--- config.mk ---
export PLATFORM = sky130hd
export DESIGN_NAME = if_fetch_unit
export DESIGN_NICKNAME = d
export VERILOG_FILES = /design/src/rtl/if_fetch_unit.sv
export SDC_FILE = /design/constraint.sdc
export NUM_CORES = 1
export LEC_CHECK = 0
export CAP_MARGIN = 20
export CORE_ASPECT_RATIO = 0.8
export CORE_MARGIN = 3
export CORE_UTILIZATION = 45
export DETAILED_ROUTE_END_ITERATION = 8
export PLACE_DENSITY = 0.67
export RECOVER_POWER = 25
export SETUP_SLACK_MARGIN = 0.02
export SYNTH_ARGS = -nofsm -noshare
export SYNTH_HDL_FRONTEND = slang
export SYNTH_SLANG_ARGS = --single-unit
--- constraint.sdc ---
create_clock -name clk -period 25.5 [get_ports clk]
set_input_delay 6.375 -clock clk [delete_from_list [all_inputs] [get_ports clk]]
set_output_delay 6.375 -clock clk [all_outputs]
set_load 0.01 [all_outputs]
--- src/rtl/if_fetch_unit.sv ---
// Instruction-fetch front end: owns the PC, issues word fetches on req/gnt/rvalid,
// buffers returned words with their PCs and feeds the fetch side of IF/ID.
module if_fetch_unit #(
    parameter int                    WORD_WIDTH = 32,
    parameter logic [WORD_WIDTH-1:0] BOOT_ADDR  = 32'h0000_0080,
    parameter int                    FIFO_DEPTH = 2
) (
    input  logic                  clk,
    input  logic                  rst,
    input  logic                  stall_ctrl,
    input  logic                  branch_taken_i,
    input  logic [WORD_WIDTH-1:0] branch_target_i,
    output logic                  instr_req_o,
    output logic [WORD_WIDTH-1:0] instr_addr_o,
    input  logic                  instr_gnt_i,
    input  logic                  instr_rvalid_i,
    input  logic [WORD_WIDTH-1:0] instr_rdata_i,
    output logic                  instr_valid_o,
    output logic [WORD_WIDTH-1:0] program_count_o,
    output logic [WORD_WIDTH-1:0] pc_plus4_o,
    output logic [WORD_WIDTH-1:0] instruction_o
);

    // state    | meaning
    // BOOT     | one idle cycle after reset, no request
    // RUN      | normal prefetch
    // WAIT_GNT | request presented, held at pend_addr until granted
    typedef enum logic [1:0] {BOOT, RUN, WAIT_GNT} state_t;

    localparam int                    PW      = $clog2(FIFO_DEPTH);
    localparam int                    CW      = PW + 1;
    localparam logic [WORD_WIDTH-1:0] NOP     = WORD_WIDTH'(32'h0000_0013);
    localparam logic [WORD_WIDTH-1:0] FOUR    = WORD_WIDTH'(4);
    localparam logic [CW:0]           DEPTH_W = (CW+1)'(FIFO_DEPTH);
    localparam logic [CW-1:0]         DEPTH_C = CW'(FIFO_DEPTH);

    state_t                state;
    logic [WORD_WIDTH-1:0] fetch_pc;
    logic [WORD_WIDTH-1:0] pend_addr;
    logic                  pend_discard;
    logic [CW-1:0]         outstanding;
    logic [CW-1:0]         discard;
    logic [CW-1:0]         fifo_count;
    logic [PW-1:0]         rd_ptr;
    logic [PW-1:0]         wr_ptr;
    logic [PW-1:0]         pq_rd;
    logic [PW-1:0]         pq_wr;
    logic [WORD_WIDTH-1:0] pc_q      [FIFO_DEPTH];
    logic [WORD_WIDTH-1:0] fifo_pc   [FIFO_DEPTH];
    logic [WORD_WIDTH-1:0] fifo_data [FIFO_DEPTH];

    logic                  pop;
    logic                  push;
    logic                  drop;
    logic                  gnt_fire;
    logic                  add_discard;
    logic [CW:0]           occupancy;
    logic [CW-1:0]         outstanding_nxt;
    logic [CW-1:0]         remain;
    logic [PW-1:0]         rd_nxt;
    logic [WORD_WIDTH-1:0] rsp_pc;
    logic                  head_valid;
    logic [WORD_WIDTH-1:0] head_pc;
    logic [WORD_WIDTH-1:0] head_data;

    // The slot freed by a same-cycle pop is credited to the issue check so a
    // two-entry buffer can sustain one instruction per cycle.
    always_comb begin
        pop             = instr_valid_o && !stall_ctrl && !branch_taken_i;
        occupancy       = {1'b0, outstanding} + {1'b0, fifo_count} - (CW+1)'(pop);
        instr_req_o     = (state == WAIT_GNT) || ((state == RUN) && (occupancy < DEPTH_W));
        instr_addr_o    = (state == WAIT_GNT) ? pend_addr : fetch_pc;
        gnt_fire        = instr_req_o && instr_gnt_i;
        add_discard     = gnt_fire && (state == WAIT_GNT) && pend_discard;
        drop            = instr_rvalid_i && (discard != '0);
        push            = instr_rvalid_i && (discard == '0) && !branch_taken_i;
        rsp_pc          = pc_q[pq_rd];
        outstanding_nxt = outstanding + CW'(gnt_fire) - CW'(instr_rvalid_i);
        remain          = fifo_count - CW'(pop);
        rd_nxt          = rd_ptr + PW'(pop);
        head_valid      = !branch_taken_i && ((remain != '0) || push);
        if (remain == '0) begin
            head_pc   = rsp_pc;
            head_data = instr_rdata_i;
        end else begin
            head_pc   = fifo_pc[rd_nxt];
            head_data = fifo_data[rd_nxt];
        end
    end

    always_ff @(posedge clk) begin
        if (rst) begin
            state           <= BOOT;
            fetch_pc        <= BOOT_ADDR;
            pend_addr       <= BOOT_ADDR;
            pend_discard    <= 1'b0;
            outstanding     <= '0;
            discard         <= '0;
            fifo_count      <= '0;
            rd_ptr          <= '0;
            wr_ptr          <= '0;
            pq_rd           <= '0;
            pq_wr           <= '0;
            instr_valid_o   <= 1'b0;
            instruction_o   <= NOP;
            program_count_o <= '0;
            pc_plus4_o      <= FOUR;
        end else begin
            outstanding <= outstanding_nxt;

            // Every granted address is queued, kept or not, so responses pair up in order.
            if (gnt_fire) begin
                pc_q[pq_wr] <= instr_addr_o;
                pq_wr       <= pq_wr + PW'(1);
            end
            if (instr_rvalid_i)
                pq_rd <= pq_rd + PW'(1);

            case (state)
                BOOT: state <= RUN;
                RUN: begin
                    if (instr_req_o && !instr_gnt_i) begin
                        state        <= WAIT_GNT;
                        pend_addr    <= fetch_pc;
                        pend_discard <= branch_taken_i;
                    end
                end
                WAIT_GNT: begin
                    if (instr_gnt_i) begin
                        state        <= RUN;
                        pend_discard <= 1'b0;
                    end else if (branch_taken_i) begin
                        pend_discard <= 1'b1;
                    end
                end
                default: state <= BOOT;
            endcase

            if (branch_taken_i)
                fetch_pc <= branch_target_i & ~WORD_WIDTH'(3);
            else if (gnt_fire && !add_discard)
                fetch_pc <= fetch_pc + FOUR;

            // After a redirect everything still in flight is stale.
            if (branch_taken_i)
                discard <= outstanding_nxt;
            else
                discard <= discard + CW'(add_discard) - CW'(drop);

            if (branch_taken_i) begin
                fifo_count <= '0;
                rd_ptr     <= '0;
                wr_ptr     <= '0;
            end else begin
                if (push) begin
                    fifo_pc[wr_ptr]   <= rsp_pc;
                    fifo_data[wr_ptr] <= instr_rdata_i;
                    wr_ptr            <= wr_ptr + PW'(1);
                end
                rd_ptr     <= rd_nxt;
                fifo_count <= remain + CW'(push);
            end

            if (branch_taken_i || !stall_ctrl) begin
                instr_valid_o <= head_valid;
                if (head_valid) begin
                    program_count_o <= head_pc;
                    pc_plus4_o      <= head_pc + FOUR;
                    instruction_o   <= head_data;
                end else begin
                    instruction_o <= NOP;
                end
            end
        end
    end

    assert property (@(posedge clk) disable iff (rst)
        !(push && !pop && (fifo_count == DEPTH_C)));

endmodule

# Yosys cells after proc, flatten, opt, wreduce, memory -nomap -nowiden
# Memories as Yosys holds them, arrays and structs flattened. A register that Yosys moved wholly into a read port is not among the register bits.
# Index checks and enable logic that the tools add are counted.
# totals
reg_bits	174
ramBits	192
in_bits	70
output_inout_bits	130
word_cells	93
mem_count	3
# mem_list
name	words	word_bits	rd	rd_clocked_by_memory_dff	write_ports	line_no	text
fifo_data	2	32	1	0	1	50	logic [WORD_WIDTH-1:0] fifo_data [FIFO_DEPTH];
fifo_pc	2	32	1	0	1	49	logic [WORD_WIDTH-1:0] fifo_pc [FIFO_DEPTH];
pc_q	2	32	1	1	1	48	logic [WORD_WIDTH-1:0] pc_q [FIFO_DEPTH];
# classes
add_sub_neg	14
magnitude_cmp	1
eq_ne	5
muxes	23
reduce_logical	31
# op_table
operator	n
two-way mux 32 bit	6
adder 32 x 3 -> 32 bit, second input constant	2
logical AND 1 bit	12
two-way mux 1 bit	12
nonzero test 2 bit	4
adder 2 x 1 -> 2 bit	3
zero test 2 bit	3
two-way mux 2 bit	3
one-hot mux 2 bit (3 select lines)	1
AND reduction 2 bit	3
subtractor 2 x 1 -> 2 bit	3
zero test 1 bit	4
adder 1 bit, second input constant	3
adder 2 x 2 -> 3 bit	1
logical OR 1 bit	3
< comparator 3 x 2 -> 1 bit, second input constant	1
!= test 3 bit, second input constant	1
AND reduction 3 bit	1
subtractor 3 x 1 -> 3 bit	1
== test 2 x 1 -> 1 bit, second input constant	1
== test 2 bit, second input constant	1
!= test 2 x 1 -> 1 bit, second input constant	1
!= test 2 bit, second input constant	1
one-hot mux 1 bit (2 select lines)	1
2 further kinds	2

# Logic depth before layout (Yosys ltp)
# Gate-level depths: netlist of run 1.
# logic_depth
ltp_word	14
depth_mapped	20

# Worst setup path before layout of run 1
# OpenSTA, ideal clock, no wires.
# synth_timing
path_kind	input-to-output
start	input port branch_taken_i
end	output port instr_req_o
t_arrival_ns	8.903
t_required_ns	19.125
setup_slack_ns	10.222
stages	12
n_path_buf	4
cell_sequence	buf_6 > or3b_1 > buf_6 > clkinv_8 > buf_4 > ha_1 > inv_1 > clkbuf_1 > nand2_1 > fa_1 > nand3b_1 > o21bai_1
# synth_between
elab_chain_cells	6
# synth_lines
element	line_no	text
start: declaration	11	input logic branch_taken_i,
zero test 1 bit	69	pop = instr_valid_o && !stall_ctrl && !branch_taken_i;
logical AND 1 bit	69	
subtractor 3 x 1 -> 3 bit	70	occupancy = {1'b0, outstanding} + {1'b0, fifo_count} - (CW+1)'(pop);
< comparator 3 x 2 -> 1 bit	71	instr_req_o = (state == WAIT_GNT) || ((state == RUN) && (occupancy < DEPTH_W));
logical AND 1 bit	71	
logical OR 1 bit	71	
end: declaration	13	output logic instr_req_o,
# Every way passes these cells.

# Worst setup path after layout of run 1
# Same ends and word-level chain as after synthesis.

==> results.md, run 1 <==
- Worst reg2reg startpoint: instr_valid_o
- First-pass GRT wire length: 59.4 mm
- CP Buf/Inv Count: 6
- Largest net degree at the start of global routing: 98
- Num ports: 200
- Slew Limit Fails: 63
- P per Cell Area: 75.8 nW/um^2
- Crit-path cells: clkdlybuf4s50_1, buf_4, or3b_1, buf_4, clkinv_8, ha_1, inv_1, nand2_1, fa_1, nand3b_1, o21bai_1, clkdlybuf4s50_1
- Row count: 60
- # Post-CTS Setup Buffers: 0
- Peak supply drop: 0.0000431 V
- Leak: 0.00681 uW
- Max H-tree Level: 2
- Hold buffer count at cts: 0
- Slowest Stage Delay on Critical Path: 640 ps
- Diode count: 0
- CP Launch Type: primary input
- Clock latency on the worst-skew pair: 520 ps
- Crit Path Class: in -> out
- Pre-CTS setup slack: 8810 ps
- Die footprint: 37200 um^2
- Initial antenna violation count: 0
- Violated checks: capacitance limit, slew limit
- Critical path capture point type: primary output
- Worst r2r path cells: 13
- Final period util: 65.8%
- Flop2flop setup slack: 20020 ps
- Async SR Flop Fraction: 0%
- #FFs+latches synth: 351
- Longest Clk Path Bufs: 3
- Residual DRC: 0
- Worst setup path start: branch_taken_i
- Clock power share: 35.3%
- Grt total ovfl: 0
- Hold_ws: 454 ps
- Number of buffers created by CTS: 36
- Nets: 1742
- Die X: 215 um
- Yosys Warn Count: 0
- Chip height: 173 um
- Slew headroom: -33.6%
- TritonCTS clock tree: built
- Mean routed wirelength per cell: 17.4 um
- WHS Path Cells: 2
- Sw Ratio: 27.3%
- Total GRT Usage: 19.5%
- Mapped Cells: 1511
- DRT Pass-1 Iters: 7
- Initial core utilization: 46.1%
- Crit-path leading delay family: buffers and inverters
- GPL Wtd Cong: 0.872
- Crit Path Max Fanout: 36
- CP endpoint: instr_req_o
- Share of layout cells above drive strength 1: 6.40%
- Worst R2R End: pc_plus4_o[22]
- P_int: 1050 uW
- Skew final: 19.9 ps
- Root Buffer Master: clkbuf_16
- Achievable frequency: 59.6 MHz
- Period minus WS final: 16780 ps
- Routed WL: 37.5 mm
- Combinational share of power: 18.9%
- Final Hold Fails: 0
- Max cap viols: 2
- Seq pwr share: 45.8%
- WP depth: 12
- Routed vias/inst: 5.33
- Min-delay worst type: reg -> reg
- Final ANT Viol Nets: 0
- RSZ-0062 raised after global routing: false
- Vias in the first global route: 10900
- Post-DP HPWL: 25.0 mm
- Setup TNS: 0 ps
- Buffers on Ports: 191
- Core area: 34000 um^2
- Ys flop type: edfxtp_1
- Sequential fraction of the synthesis area: 56.5%
- Count of flip-flops with a built-in enable after synthesis: 184
- Clock transition at path regs: 60 ps
- Initial DRC Count: 850
- Sink Count: 351
- Mean Syn Cell Area: 10.4 um^2
- Fill count: 2924
- Worst Max-Slew Pin Slew: 2000 ps
- Psw: 395 uW
- Via count: 11500
- CTS resizes: 0
- Unique masters post-synth: 65
- WP data required: 19120 ps
- Mapped Area: 15700 um^2
- Final Setup Violations: 0
- Slowest library cell on the worst path: clkdlybuf4s50_1
- Layout area overhead: 21.7%
- Setup WS post-layout: 8720 ps
- Status: complete, but fails checks
- WP data arrival: 10410 ps
layer usage:
layer	up-vias	part of all wire (%)	GRT usage, %
li1	5669	-	-
met1	5432	50	30.0
met2	343	43	28.8
met3	35	6.1	3.58
met4	0	1.2	3.93
met5	-	0	0
how the worst min path moves through the flow:
stage                              from                   to  slack (ps)
floorplan                      state[1]             state[0]         420
global placement           fetch_pc[30]        pend_addr[30]         440
detailed placement        pend_addr[21]        pend_addr[21]         450
finish                     pend_addr[2]         pend_addr[2]         450
global route         program_count_o[4]   program_count_o[4]         480
CTS                 program_count_o[15]  program_count_o[15]         460
through the flow:
stage                     instances  total power [uW]  utilization, %  cell area, um^2
after CTS                      2150              1460            56.1            19100
final                          2152              1450            56.1            19100
after global placement         2087               942            52.7            17900
after floorplan                1516               843               -            15700
after detailed placement       2087               948            52.7            17900
after global routing           2152              1520            56.1            19100
worst reg2reg max path: cells and delay by family, from the launching register on:
family / cells / cell delay, ps
xor+xnor: 1 / 830
compound gates: 2 / 1080
simple gates: 5 / 1200
fa+ha+maj: 1 / 320
flops: 1 / 320
buf+inv: 4 / 1620
cell usage after synthesis (3+ instances only):
master,instances,share of area (%)
o22ai_1,3,0.12
o31ai_1,15,0.72
nand2b_1,31,1.2
a311oi_1,10,0.56
mux2i_1,59,3.8
buf_1,4,0.096
ha_1,9,0.72
xor2_1,26,1.5
mux2_2,45,3.2
o21a_1,4,0.19
and3_1,10,0.40
buf_4,9,0.43
a21oi_1,133,4.2
buf_2,18,0.57
or4_1,9,0.43
nand3_1,37,1.2
o31a_1,10,0.56
o21ai_2,3,0.17
nand4_1,12,0.48
and2_1,30,1.2
inv_1,27,0.65
o21ai_0,35,1.1
nor3b_1,3,0.14
nand3b_1,4,0.19
buf_6,3,0.22
nand2_1,201,4.8
or3_1,5,0.20
dfxtp_1,167,21
nor2_1,138,3.3
xnor2_1,28,1.6
clkbuf_1,72,1.7
a31o_2,5,0.28
nor2b_1,31,1.2
a211oi_1,55,2.6
edfxtp_1,184,35
a31oi_1,9,0.36
nor3_1,25,0.80
nor4_1,10,0.40
layout by cell type (no fill, tap or decap), types with 8 or more instances in the layout:
cell and count:
a211oi_1 55, a21oi_1 133, a311oi_1 10, a31oi_1 9, and2_1 30, and3_1 9, buf_4 21, clkbuf_1 8
clkbuf_16 37, clkdlybuf4s50_1 168, dfxtp_1 166, dlygate4sd3_1 22, edfxtp_1 184, ha_1 9, inv_1 27, mux2_1 44
mux2i_1 59, nand2_1 200, nand2b_1 31, nand3_1 37, nand4_1 12, nor2_1 137, nor2b_1 30, nor3_1 24
nor4_1 9, o21ai_0 35, o31a_1 10, o31ai_1 15, or4_1 9, xnor2_1 27, xor2_1 26
cells by family after synthesis:
| logic type | count (synthesis) | share of synthesized area (%) |
|---|---|---|
| mux | 104 | 6.99 |
| fa+ha+maj | 10 | 0.845 |
| other cells | 1 | 0.0239 |
| xor+xnor | 54 | 3.01 |
| buf+inv | 136 | 3.91 |
| flops | 351 | 56.5 |
| compound gates | 298 | 11.8 |
| simple gates | 557 | 16.9 |
registers in the layout (all words and copies together) (netlist names), 2 cells and up, named ones only:
name	cells
pc_q	60
fifo_data	64
pend_addr	30
pc_plus4_o	30
fetch_pc	30
program_count_o	30
discard	2
instruction_o	32
state	2
outstanding	2
fifo_pc	60
fifo_count	2
area by class of cell:
type	count	area (um^2)	area share, %
Clock buffer	48	1010	5.28
Clock inverter	15	131	0.688
Inverter	29	121	0.636
Multi-Input combinational cell	1029	6280	32.9
Sequential cell	351	8870	46.5
Tap cell	465	582	3.05
Timing Repair Buffer	215	2100	11.0
power by group through the flow:
stage,Sequential [uW],Clock (uW),Combinational (uW)
after floorplan,678,0,164
after global placement,673,0,269
after detailed placement,675,0,273
after CTS,663,524,275
after global routing,667,546,302
final,662,511,274
(Power assumes the default switching activity.)
==> run 2, diff against run 1 <==
--- a/config.mk
+++ b/config.mk
@@ -10,7 +10,7 @@
 export CORE_MARGIN = 3
 export CORE_UTILIZATION = 45
 export DETAILED_ROUTE_END_ITERATION = 8
-export PLACE_DENSITY = 0.67
+export PLACE_DENSITY = 0.7
 export RECOVER_POWER = 25
 export SETUP_SLACK_MARGIN = 0.02
 export SYNTH_ARGS = -nofsm -noshare
==> constraint.sdc (replaced) <==
create_clock -name clk -period 13.4 [get_ports clk]
set_input_delay 3.35 -clock clk [delete_from_list [all_inputs] [get_ports clk]]
set_output_delay 3.35 -clock clk [all_outputs]
set_load 0.01 [all_outputs]
==> results.md, run 2 (synthesis results as in run 1) <==
- Max H-tree Level: 2
- Final period util: 83.9%
- Residual DRC: 0
- Skew final: 19.8 ps
- Die X: 215 um
- Leak: 0.00684 uW
- Setup TNS: 0 ps
- Fill count: 2893
- Sw Ratio: 27.0%
- Largest net degree at the start of global routing: 80
- Met2 Track Usage GR: 28.8%
- CP Launch Type: primary input
- Commonest cells after routing, fill and taps aside: nand2_1, edfxtp_1, clkdlybuf4s50_1
- Worst Max-Slew Pin Slew: 2070 ps
- Largest reg by FF count: fifo_data
- CTS resizes: 0
- Min-delay worst type: reg -> reg
- Status: complete, but fails checks
- Combinational share of power: 18.7%
- Row count: 60
- Slew Limit Fails: 73
- Clock power share: 36.0%
- Routed WL: 37.5 mm
- Clock latency on the worst-skew pair: 530 ps
- CP Buf/Inv Count: 6
- WP data arrival: 7900 ps
- Nets: 1742
- Initial antenna violation count: 0
- Layout area overhead: 22.2%
- Initial core utilization: 46.1%
- Longest Clk Path Bufs: 3
- Number of buffers created by CTS: 36
- Crit-path leading delay family: buffers and inverters
- GRT Max-Usage Layer: met1
- Footprint of the multi-input gates: 6280 um^2
- Sink Count: 351
- Final Setup Violations: 0
- Share of layout cells above drive strength 1: 6.46%
- Peak supply drop: 0.0000819 V
- GRT met3 Usage: 3.90%
- Top Registers: fifo_data x64, fifo_pc x60, pc_q x60
- # Post-CTS Setup Buffers: 0
- Reg area: 8870 um^2
- Final ANT Viol Nets: 0
- Slowest library cell on the worst path: clkdlybuf4s50_1
- Num ports: 200
- RSZ-0062 raised after global routing: false
- P per Cell Area: 145 nW/um^2
- Period minus WS final: 11250 ps
- Buffers on Ports: 191
- Crit Path Max Fanout: 36
- Root Buffer Master: clkbuf_16
- Max cap viols: 2
- Chip height: 173 um
- Via count: 11500
- Crit-path cells: clkdlybuf4s50_1, buf_4, or3b_1, buf_4, clkinv_8, ha_1, inv_1, nand2_1, fa_1, nand3b_1, o21bai_1, clkdlybuf4s50_1
- Flop2flop setup slack: 7790 ps
- Seq pwr share: 45.2%
- Routed vias/inst: 5.34
- Crit Path Class: in -> out
- Mean routed wirelength per cell: 17.4 um
- Met1 Use GR: 29.9%
- Grt total ovfl: 0
- Total GRT Usage: 19.6%
- DRT Pass-1 Iters: 5
- First-pass GRT wire length: 59.6 mm
- Die footprint: 37200 um^2
- Setup WS post-layout: 2150 ps
- Diode count: 0
- Core area: 34000 um^2
- Commonest non-fill, non-tap cell in the layout: nand2_1
- WP data required: 10050 ps
- Slowest Stage Delay on Critical Path: 660 ps
- Clock transition at path regs: 50 ps
- Final Hold Fails: 0
- Post-DP HPWL: 25.1 mm
- Achievable frequency: 88.9 MHz
- Pre-CTS setup slack: 2280 ps
- TritonCTS clock tree: built
- Psw: 752 uW
- Initial DRC Count: 885
- P_int: 2040 uW
- Slew headroom: -38.2%
- Fin util: 56.4%
- Violated checks: capacitance limit, slew limit
- Critical path capture point type: primary output
- Hold buffer count at cts: 0
- Vias in the first global route: 10900
- GPL Wtd Cong: 0.891
- Max FFs per register: 64
==> run 2: metrics by stage <==
step,hold WS (ps),instance area (um^2),std cells,total power (uW)
floorplan,422,15700,1516,1600
global placement,435,17900,2085,1790
detailed placement,444,17900,2086,1800
CTS,455,19100,2149,2810
global route,475,19200,2152,2920
finish,453,19200,2152,2790
==> run 2: final timing paths <==
path | from | to | cells past startpoint
setup / recovery | branch_taken_i | instr_req_o | 12
hold / removal | program_count_o[10] | program_count_o[10] | 2
setup reg to reg | instr_valid_o | fetch_pc[31] | 14
hold reg to reg | program_count_o[10] | program_count_o[10] | 2
==> run 2: power groups by stage <==
stage	clock [uW]	sequential (uW)	combinational (uW)
6_report	1000	1260	522
5_1_grt	1070	1270	574
4_1_cts	1030	1260	525
3_5_place_dp	0	1280	520
3_3_place_gp	0	1280	510
2_1_floorplan	0	1290	313
==> run 2: worst reg2reg max path, cell delays in order, from the launching register on <==
cell      delay [ps]
dfxtp_1          320
or3b_1           160
buf_4            330
clkinv_8         240
ha_1             530
inv_1            510
nand2_1          130
fa_1             520
nand3b_1          90
o21bai_1         520
nand3_1          380
nor4_1           720
or4b_2           660
xor2_1           170
a211oi_1         240
==> run 2: cell type report <==
type,count,share of cell area [%]
sequential,351,46.3
multi-input combinational,1029,32.8
timing repair buffer,215,11.1
clock buffer,53,5.68
tap,465,3.04
inverter,29,0.633
clock inverter,10,0.555
==> run 2: metal layers <==
layer  wire length (um)  part of all wire, %  vias up
li1                   -                    -     5663
met1              18200                   49     5413
met3               2710                  7.2       60
met5                  0                    0        -
met4                654                  1.7        0
met2              15900                   43      363
